===== src/rtl/pipe_pkg.sv =====
// Shared pipeline types: ALU op classes, the packed control bundle and default widths.
package pipe_pkg;

   localparam int DEF_DATA_W     = 32;
   localparam int DEF_REG_ADDR_W = 5;

   localparam logic [1:0] ALUOP_ADD   = 2'b00;
   localparam logic [1:0] ALUOP_SUB   = 2'b01;
   localparam logic [1:0] ALUOP_RTYPE = 2'b10;

   typedef struct packed {
      logic       reg_dst;
      logic       branch;
      logic       mem_read;
      logic       mem_to_reg;
      logic       mem_write;
      logic       alu_src;
      logic       reg_write;
      logic [1:0] alu_op;
   } ctrl_t;

   // A bubble is an all-zero control word, which also selects ALUOP_ADD.
   localparam ctrl_t CTRL_BUBBLE = '0;

endpackage


===== src/rtl/load_use_detect.sv =====
// Combinational load-use detector: a load in EX whose destination is read by the ID instruction.
module load_use_detect
   import pipe_pkg::*;
#(
   parameter int REG_ADDR_W = DEF_REG_ADDR_W
) (
   input  logic                  ex_valid,
   input  logic                  ex_mem_read,
   input  logic [REG_ADDR_W-1:0] ex_rt,
   input  logic                  id_valid,
   input  logic [REG_ADDR_W-1:0] id_rs,
   input  logic [REG_ADDR_W-1:0] id_rt,
   input  logic                  id_reg_dst,
   input  logic                  id_mem_write,
   input  logic                  id_branch,
   output logic                  load_use
);

   logic rt_is_source;

   // rt is only a source operand for R-type, store and branch instructions.
   assign rt_is_source = id_reg_dst | id_mem_write | id_branch;

   assign load_use = ex_valid & ex_mem_read & (ex_rt != '0) & id_valid &
                     ((ex_rt == id_rs) | ((ex_rt == id_rt) & rt_is_source));

endmodule


===== src/rtl/id_ex_stage_reg.sv =====
// ID/EX pipeline register with load-use bubble insertion, external hold and branch flush.
// Optional macro ID_EX_PERF_CNT_EN adds perf_bubbles / perf_holds counters.
module id_ex_stage_reg
   import pipe_pkg::*;
#(
   parameter int DATA_W     = DEF_DATA_W,
   parameter int REG_ADDR_W = DEF_REG_ADDR_W
) (
   input  logic                  clk,
   input  logic                  reset,
   input  logic                  flush,
   input  logic                  ext_stall,
   input  logic                  id_valid,
   input  logic                  id_reg_dst,
   input  logic                  id_branch,
   input  logic                  id_mem_read,
   input  logic                  id_mem_to_reg,
   input  logic                  id_mem_write,
   input  logic                  id_alu_src,
   input  logic                  id_reg_write,
   input  logic [1:0]            id_alu_op,
   input  logic [DATA_W-1:0]     id_rd1,
   input  logic [DATA_W-1:0]     id_rd2,
   input  logic [DATA_W-1:0]     id_imm,
   input  logic [DATA_W-1:0]     id_pc_plus4,
   input  logic [REG_ADDR_W-1:0] id_rs,
   input  logic [REG_ADDR_W-1:0] id_rt,
   input  logic [REG_ADDR_W-1:0] id_rd,
   input  logic [5:0]            id_funct,
   output logic                  ex_valid,
   output logic                  ex_reg_dst,
   output logic                  ex_branch,
   output logic                  ex_mem_read,
   output logic                  ex_mem_to_reg,
   output logic                  ex_mem_write,
   output logic                  ex_alu_src,
   output logic                  ex_reg_write,
   output logic [1:0]            ex_alu_op,
   output logic [DATA_W-1:0]     ex_rd1,
   output logic [DATA_W-1:0]     ex_rd2,
   output logic [DATA_W-1:0]     ex_imm,
   output logic [DATA_W-1:0]     ex_pc_plus4,
   output logic [REG_ADDR_W-1:0] ex_rs,
   output logic [REG_ADDR_W-1:0] ex_rt,
   output logic [REG_ADDR_W-1:0] ex_rd,
   output logic [5:0]            ex_funct,
   output logic                  hazard_stall
`ifdef ID_EX_PERF_CNT_EN
   ,
   output logic [31:0]           perf_bubbles,
   output logic [31:0]           perf_holds
`endif
);

   ctrl_t id_ctrl;
   ctrl_t ex_ctrl;
   logic  load_use;
   logic  do_load;
   logic  do_bubble;

   assign id_ctrl = {id_reg_dst, id_branch, id_mem_read, id_mem_to_reg,
                     id_mem_write, id_alu_src, id_reg_write, id_alu_op};

   load_use_detect #(.REG_ADDR_W(REG_ADDR_W)) u_load_use (
      .ex_valid     (ex_valid),
      .ex_mem_read  (ex_ctrl.mem_read),
      .ex_rt        (ex_rt),
      .id_valid     (id_valid),
      .id_rs        (id_rs),
      .id_rt        (id_rt),
      .id_reg_dst   (id_reg_dst),
      .id_mem_write (id_mem_write),
      .id_branch    (id_branch),
      .load_use     (load_use)
   );

   // Stall still asserts during ext_stall so upstream stays frozen behind the held EX slot.
   assign hazard_stall = load_use & ~flush & ~reset;

   // ex_valid marks a real instruction in EX; a bubble has ex_valid=0 and zero control,
   // while its data/index fields are don't-care and simply follow id_*.
   assign do_load   = flush | ~ext_stall;
   assign do_bubble = flush | load_use;

   always_ff @(posedge clk) begin
      if (reset) begin
         ex_valid    <= 1'b0;
         ex_ctrl     <= CTRL_BUBBLE;
         ex_rd1      <= '0;
         ex_rd2      <= '0;
         ex_imm      <= '0;
         ex_pc_plus4 <= '0;
         ex_rs       <= '0;
         ex_rt       <= '0;
         ex_rd       <= '0;
         ex_funct    <= '0;
      end else if (do_load) begin
         ex_valid    <= id_valid & ~do_bubble;
         ex_ctrl     <= do_bubble ? CTRL_BUBBLE : id_ctrl;
         ex_rd1      <= id_rd1;
         ex_rd2      <= id_rd2;
         ex_imm      <= id_imm;
         ex_pc_plus4 <= id_pc_plus4;
         ex_rs       <= id_rs;
         ex_rt       <= id_rt;
         ex_rd       <= id_rd;
         ex_funct    <= id_funct;
      end
   end

   assign ex_reg_dst    = ex_ctrl.reg_dst;
   assign ex_branch     = ex_ctrl.branch;
   assign ex_mem_read   = ex_ctrl.mem_read;
   assign ex_mem_to_reg = ex_ctrl.mem_to_reg;
   assign ex_mem_write  = ex_ctrl.mem_write;
   assign ex_alu_src    = ex_ctrl.alu_src;
   assign ex_reg_write  = ex_ctrl.reg_write;
   assign ex_alu_op     = ex_ctrl.alu_op;

`ifdef ID_EX_PERF_CNT_EN
   always_ff @(posedge clk) begin
      if (reset) begin
         perf_bubbles <= '0;
         perf_holds   <= '0;
      end else begin
         if (!flush && !ext_stall && load_use)
            perf_bubbles <= perf_bubbles + 32'd1;
         if (!flush && ext_stall)
            perf_holds <= perf_holds + 32'd1;
      end
   end
`endif

endmodule


===== config.mk =====
export PLATFORM = sky130hd
export DESIGN_NAME = id_ex_stage_reg
export DESIGN_NICKNAME = d
export VERILOG_FILES = /design/src/rtl/pipe_pkg.sv /design/src/rtl/load_use_detect.sv /design/src/rtl/id_ex_stage_reg.sv
export SDC_FILE = /design/constraint.sdc
export NUM_CORES = 1
export LEC_CHECK = 0
export ABC_CLOCK_PERIOD_IN_PS = 1600
export CORE_MARGIN = 1
export CORE_UTILIZATION = 35
export DETAILED_ROUTE_END_ITERATION = 10
export HOLD_SLACK_MARGIN = 0.12
export PLACE_DENSITY_LB_ADDON = 0.3
export SETUP_SLACK_MARGIN = 0.05
export SYNTH_ARGS = -nofsm -noshare
export SYNTH_HDL_FRONTEND = slang
export SYNTH_HIERARCHICAL = 1
export SYNTH_SLANG_ARGS = --single-unit

===== constraint.sdc =====
create_clock -name clk -period 1.6 [get_ports clk]
set_input_delay 0.32 -clock clk [delete_from_list [all_inputs] [get_ports clk]]
set_output_delay 0.32 -clock clk [all_outputs]
set_load 0.01 [all_outputs]

* After elaboration in Yosys (flattened, before gate mapping)
Cells that the tools add are included.
** Cells by class
- Muxes and demuxes :: 1
- Reductions and logical operators :: 1
- Bitwise gates (word level) :: 17
- Eq/ne operators :: 2
** Operators with widths (number)
- 5-bit equality test :: 2
- 9-bit two-way mux :: 1
- 1-bit bitwise AND :: 8
- 1-bit bitwise OR :: 5
- 5-bit nonzero test :: 1
- 1-bit NOT :: 4
** Storage, ports and cells
- Output and inout bits :: 160
- Flip-flop bits (word level) :: 159
- Input port bits :: 163
- Word-level logic and storage cells :: 38

* Longest topological paths before layout
- Depth in word-level cells :: 8
- Depth in mapped cells :: 8
- Depth with buffers taken out :: 7

* Hierarchy
Netlist, hierarchy kept.
** Modules (own cells, without submodules)
- id_ex_stage_reg :: cells each 695, sequential area each 3183.1 µm², area each 5597.9 µm², times used 1
- load_use_detect :: cells each 17, sequential area each 0.0 µm², area each 133.9 µm², times used 1

* Worst setup path before layout
No wires, ideal clock.
- Kind :: register -> output
- From :: register ex_rt[2]
- To :: output port hazard_stall
- Data arrival time :: 1572 ps
- Required time :: 1280 ps
- Stages on the path, launching flop included :: 8
- Buffers on the path :: 1
- Setup slack :: -292 ps
- Cell sequence :: dfxtp_1 -> xor2_1 -> nor4_1 -> o311ai_0 -> a21oi_1 -> clkbuf_1 -> inv_1 -> nor2_1
** On the way
- Longest elaborated chain between the ends :: 6
- Elaborated cells between the ends (all ways) :: 10
- Classes of those cells :: 2 x eq/ne; 7 x bitwise; 1 x reduce/logical
** Ends and longest elaborated chain
- from (decl) :: RTL line id_ex_stage_reg.sv:44 : output logic [REG_ADDR_W-1:0] ex_rt,
- from (signal assigned) :: RTL line id_ex_stage_reg.sv:105 : ex_rt <= id_rt;
- 5-bit equality test or 5-bit nonzero test (tied branches) :: RTL line load_use_detect.sv:25, load_use_detect.sv:24
- 1-bit bitwise AND, on equally long branches :: RTL line load_use_detect.sv:25, load_use_detect.sv:24
- 1-bit bitwise OR or 1-bit bitwise AND (tied branches) :: RTL line load_use_detect.sv:25, load_use_detect.sv:24
- 1-bit bitwise AND * :: RTL line load_use_detect.sv:24 : assign load_use = ex_valid & ex_mem_read & (ex_rt != '0) & id_valid &
- net load_use :: RTL line id_ex_stage_reg.sv:57 : logic load_use;
- 1-bit bitwise AND * (2 in a row) :: RTL line id_ex_stage_reg.sv:78 : assign hazard_stall = load_use & ~flush & ~reset;
- to (decl) :: RTL line id_ex_stage_reg.sv:47 : output logic hazard_stall
The timed path passes the listed nets; every way through them passes the cells marked *.

* Worst setup path after layout
- From :: register ex_rt[1]
- To :: output port hazard_stall
The elaborated chain is that of the path after synthesis.

==> results <==
- The element type at the critical path start is a register.
- In this run the power density over the cells is 1030 nW/µm².
- The post-layout total power is slightly above 10 mW.
- The clock tree synthesis step divided the H-tree into 4 levels.
- Across every metal layer, demand over resource in global routing totals 20.9%.
- The share of power burned in registers is a little over two fifths.
- Setup repair after global routing could not meet its margin everywhere.
- Summed over all cells, the static leakage comes to approximately 4.6 nW.
- The post-route antenna net violation count is 0.
- The critical path goes through buf_6 -> or4_4 -> o2111ai_2 -> a21oi_2 -> inv_1 -> nor2_2 -> buf_2.
- The CTS tree is yes.
- The data required time of the critical path is 1.28 ns.
- The class of the most critical setup path is reg -> out.
- The tool flagged a number of max-cap violations equal to 0.
- Grouping stages by cell kind, the critical path spends the most delay in simple AND/OR/NAND/NOR gates.
- The initial standard-cell utilization of the core is 36.0%.
- The first global-routing pass estimated 27300 µm of wire.
- The count of buffers from port buffering is 322.
- The switching power share of the total is 24.2%.
- The worst supply voltage drop on vdd is between 0.0006 and 0.0007 V.
- The master cell of the clock root buffer is clkbuf_16.
- The internal power of the cells totals 7.75 mW.
- The via count of the first global-routing pass was 5458.
- Across all layers, the routed design uses 5819 vias.
- The cell count after synthesis is 712.
- After detailed routing, the total wire length is 18000 µm.
- The final reports fail on negative setup slack.
- The total nets after synthesis is 875.
- The final count of hold timing violations came to 0.
- The maximum clock frequency is 466 MHz.
- The number of different library cells in the post-synthesis netlist is 22.
- The routability congestion estimate from global placement is 0.781.
- The clock network is responsible for 43.0% of the overall power.
- The floorplan die width is 130 µm.
- The net switching power of the design is around 2.5 mW.
- After detailed routing, the average wire length per cell comes to 14.2 µm.
- The register clock-pin slew on the reported worst setup and hold paths is about 0.06 ns.
- The maximum fanout along the worst path is 2.
- The routed via count divided by cell count is 4.58.
- The flow ran to the end, but the final reports show violations.
- The clock latency at the later pin of the worst-skew pair is around 0.43 ns.
- For the pin with the worst max-slew slack, the measured transition is 0.848 ns.
- Yosys printed 6 warnings.
- Across all setup checks in the final design, the least slack found is -0.545 ns.
- Entering global routing, the biggest net connects 80 pins.
- The slowest stage of the critical path belongs to the cell or4_4.
- The share of the yosys chip area belonging to registers is 55.5%.
- The arrival time at the worst endpoint is 1.83 ns.
- The worst hold path belongs to the class in -> reg.
- Adding up every negative setup slack in the final design gives -2.33 ns.
- The final setup violation count is 11.
- The fraction of final layout cells with drive strength greater than 1 is 9.76%.
- In this design, the stage delay of the slowest critical-path cell is between 0.4 and 0.5 ns.
- After the last flow step, the layout net total stands at 1207.
- The first-pass iteration count of the detailed router is 4.
- The number of antenna violations at the first check in global routing was 0.
- The area added between synthesis and finish is 72.8%.
- The number of pins exceeding their max-slew limit in the final report is 0.
- The combinational fraction of design power is 14.8%.
- For this block, the initial DRC count from the detailed router was ~210.
- The clock drives 159 sinks.
- Clock tree synthesis inserted a total of 17 buffers.
- The y dimension of the die is 130 µm.
- Leaving out filler cells and counting taps, the final layout contains 1271.
- Counting both buffers and inverters, the worst setup path holds a total of 3.
- The number of antenna diodes in the final layout is 0.
- A synthesized cell averages 8.05 µm².
- Global routing finished with a remaining overflow of 0.
- The clock passes through at most 2 buffers.
- The maximum clock skew at final layout is 0.0102 ns.
- For this run, the share of the core covered by cells in the final layout is 62.1%.
- After synthesis the netlist holds a flip-flop and latch count of 159.
- Leaving out fill and tap cells, the most frequent cell in the layout is nand2_1.
- The capturing element type of the critical path is an output pin.
- The fraction of the cycle the final worst path needs is 134%.
- The count of hold-fix buffers inserted at cts is 0.
- The final critical path time including I/O delays and setup is 2.15 ns.
- The synthesized netlist occupies a cell area of around 5700 µm².
- The worst max-slew margin expressed relative to the limit is 43.5%.
- For this run, design rule violations remaining after detail routing come to 0.
- The die area is 16900 µm².
- The core region is between 15000 and 20000 µm².
- Leaving out fill and tap cells, the most frequent cells in the layout are nand2_1, clkdlybuf4s50_1, a21oi_1.
- The number of core rows is 46.
- The instance count after placement with tap cells included is around 1200.
- The I/O pin count is 323.
- The placed wire-length estimate is roughly 13000 µm.
==> cells by family after synthesis <==
kind of cell	synth area share, %
flops	55.5
simple gates	22.1
xor+xnor	1.53
buf+inv	6.48
compound gates	14.4
==> Yosys cell counts <==
master	count	area (µm²)
nand2_1	298	1120
dfxtp_1	159	3180
a21oi_1	158	791
buf_2	15	75.1
buf_4	14	105
clkbuf_1	14	52.6
buf_6	12	135
nor2_1	12	45.0
nor3b_1	8	60.1
xor2_1	7	61.3
xnor2_1	3	26.3
a22oi_1	2	15.0
inv_1	1	3.75
nand2b_1	1	6.26
nand3_1	1	5.00
nor2b_1	1	6.26
nor3_1	1	5.00
nor4_1	1	6.26
o2111ai_1	1	8.76
o311ai_0	1	8.76
or2_2	1	6.26
or4_1	1	7.51
==> power by group through the flow <==
stage               logic, mW  registers, mW  clock network, mW
floorplan               0.479           4.52                  0
global placement         1.65           4.40                  0
detailed placement       1.66           4.41                  0
CTS                      1.53           4.31               4.50
global route             1.65           4.34               4.62
finish                   1.51           4.31               4.40
==> worst register-to-register path, cell delays in order (launching register included) <==
cell       delay, ns
dfxtp_2         0.33
buf_6           0.11
or4_4           0.47
o2111ai_2       0.19
a21oi_2         0.06
buf_4           0.16
buf_6           0.13
nor3b_2         0.15
a21oi_1         0.06
nor2_1          0.10
==> path summary, 6_finish.rpt <==
kind	depth (start not counted)	from	slack [ns]	endpoint
worst max register to register	9	ex_rt[1]$_SDFFE_PP0P_	-0.21	ex_mem_read$_SDFFE_PP0P_
worst min register to register	2	ex_pc_plus4[30]$_SDFFE_PP0P_	0.45	ex_pc_plus4[30]$_SDFFE_PP0P_
worst min-delay path	3	id_rt[0]	0.20	ex_rt[0]$_SDFFE_PP0P_
worst max-delay path	7	ex_rt[1]$_SDFFE_PP0P_	-0.55	hazard_stall
==> layer usage <==
metal	GRT usage, %	vias to the layer above	wire (µm)
met5	0	-	0
met4	7.39	0	306
met3	9.51	23	1920
met2	35.9	213	8740
met1	22.6	2631	7060
li1	-	2952	-
==> metrics by stage <==
| step | area, µm² | hold slack, ns | setup slack (ns) |
|---|---|---|---|
| finish | 9910 | 0.201 | -0.545 |
| global route | 9910 | 0.218 | -0.616 |
| CTS | 9900 | 0.347 | -0.617 |
| detailed placement | 9350 | 0.442 | -1.03 |
| global placement | 9350 | 0.437 | -0.992 |
| floorplan | 5740 | 0.453 | -0.0714 |
==> layout make-up <==
class | count | area (µm²)
Fill cell | 1460 | 6040
Sequential cell | 159 | 3190
Clock inverter | 11 | 180
Clock buffer | 19 | 453
Tap cell | 216 | 270
Inverter | 1 | 3.75
Multi-Input combinational cell | 497 | 2270
Timing Repair Buffer | 368 | 3540
==> repair_timing <==
action,in CTS,in global routing
setup endpoints to repair,170,13
resized for setup,191,4
gates cloned,1,0
pin swaps,21,10
setup buffers,4,0
Note: power is estimated with default switching activity, not from simulation.
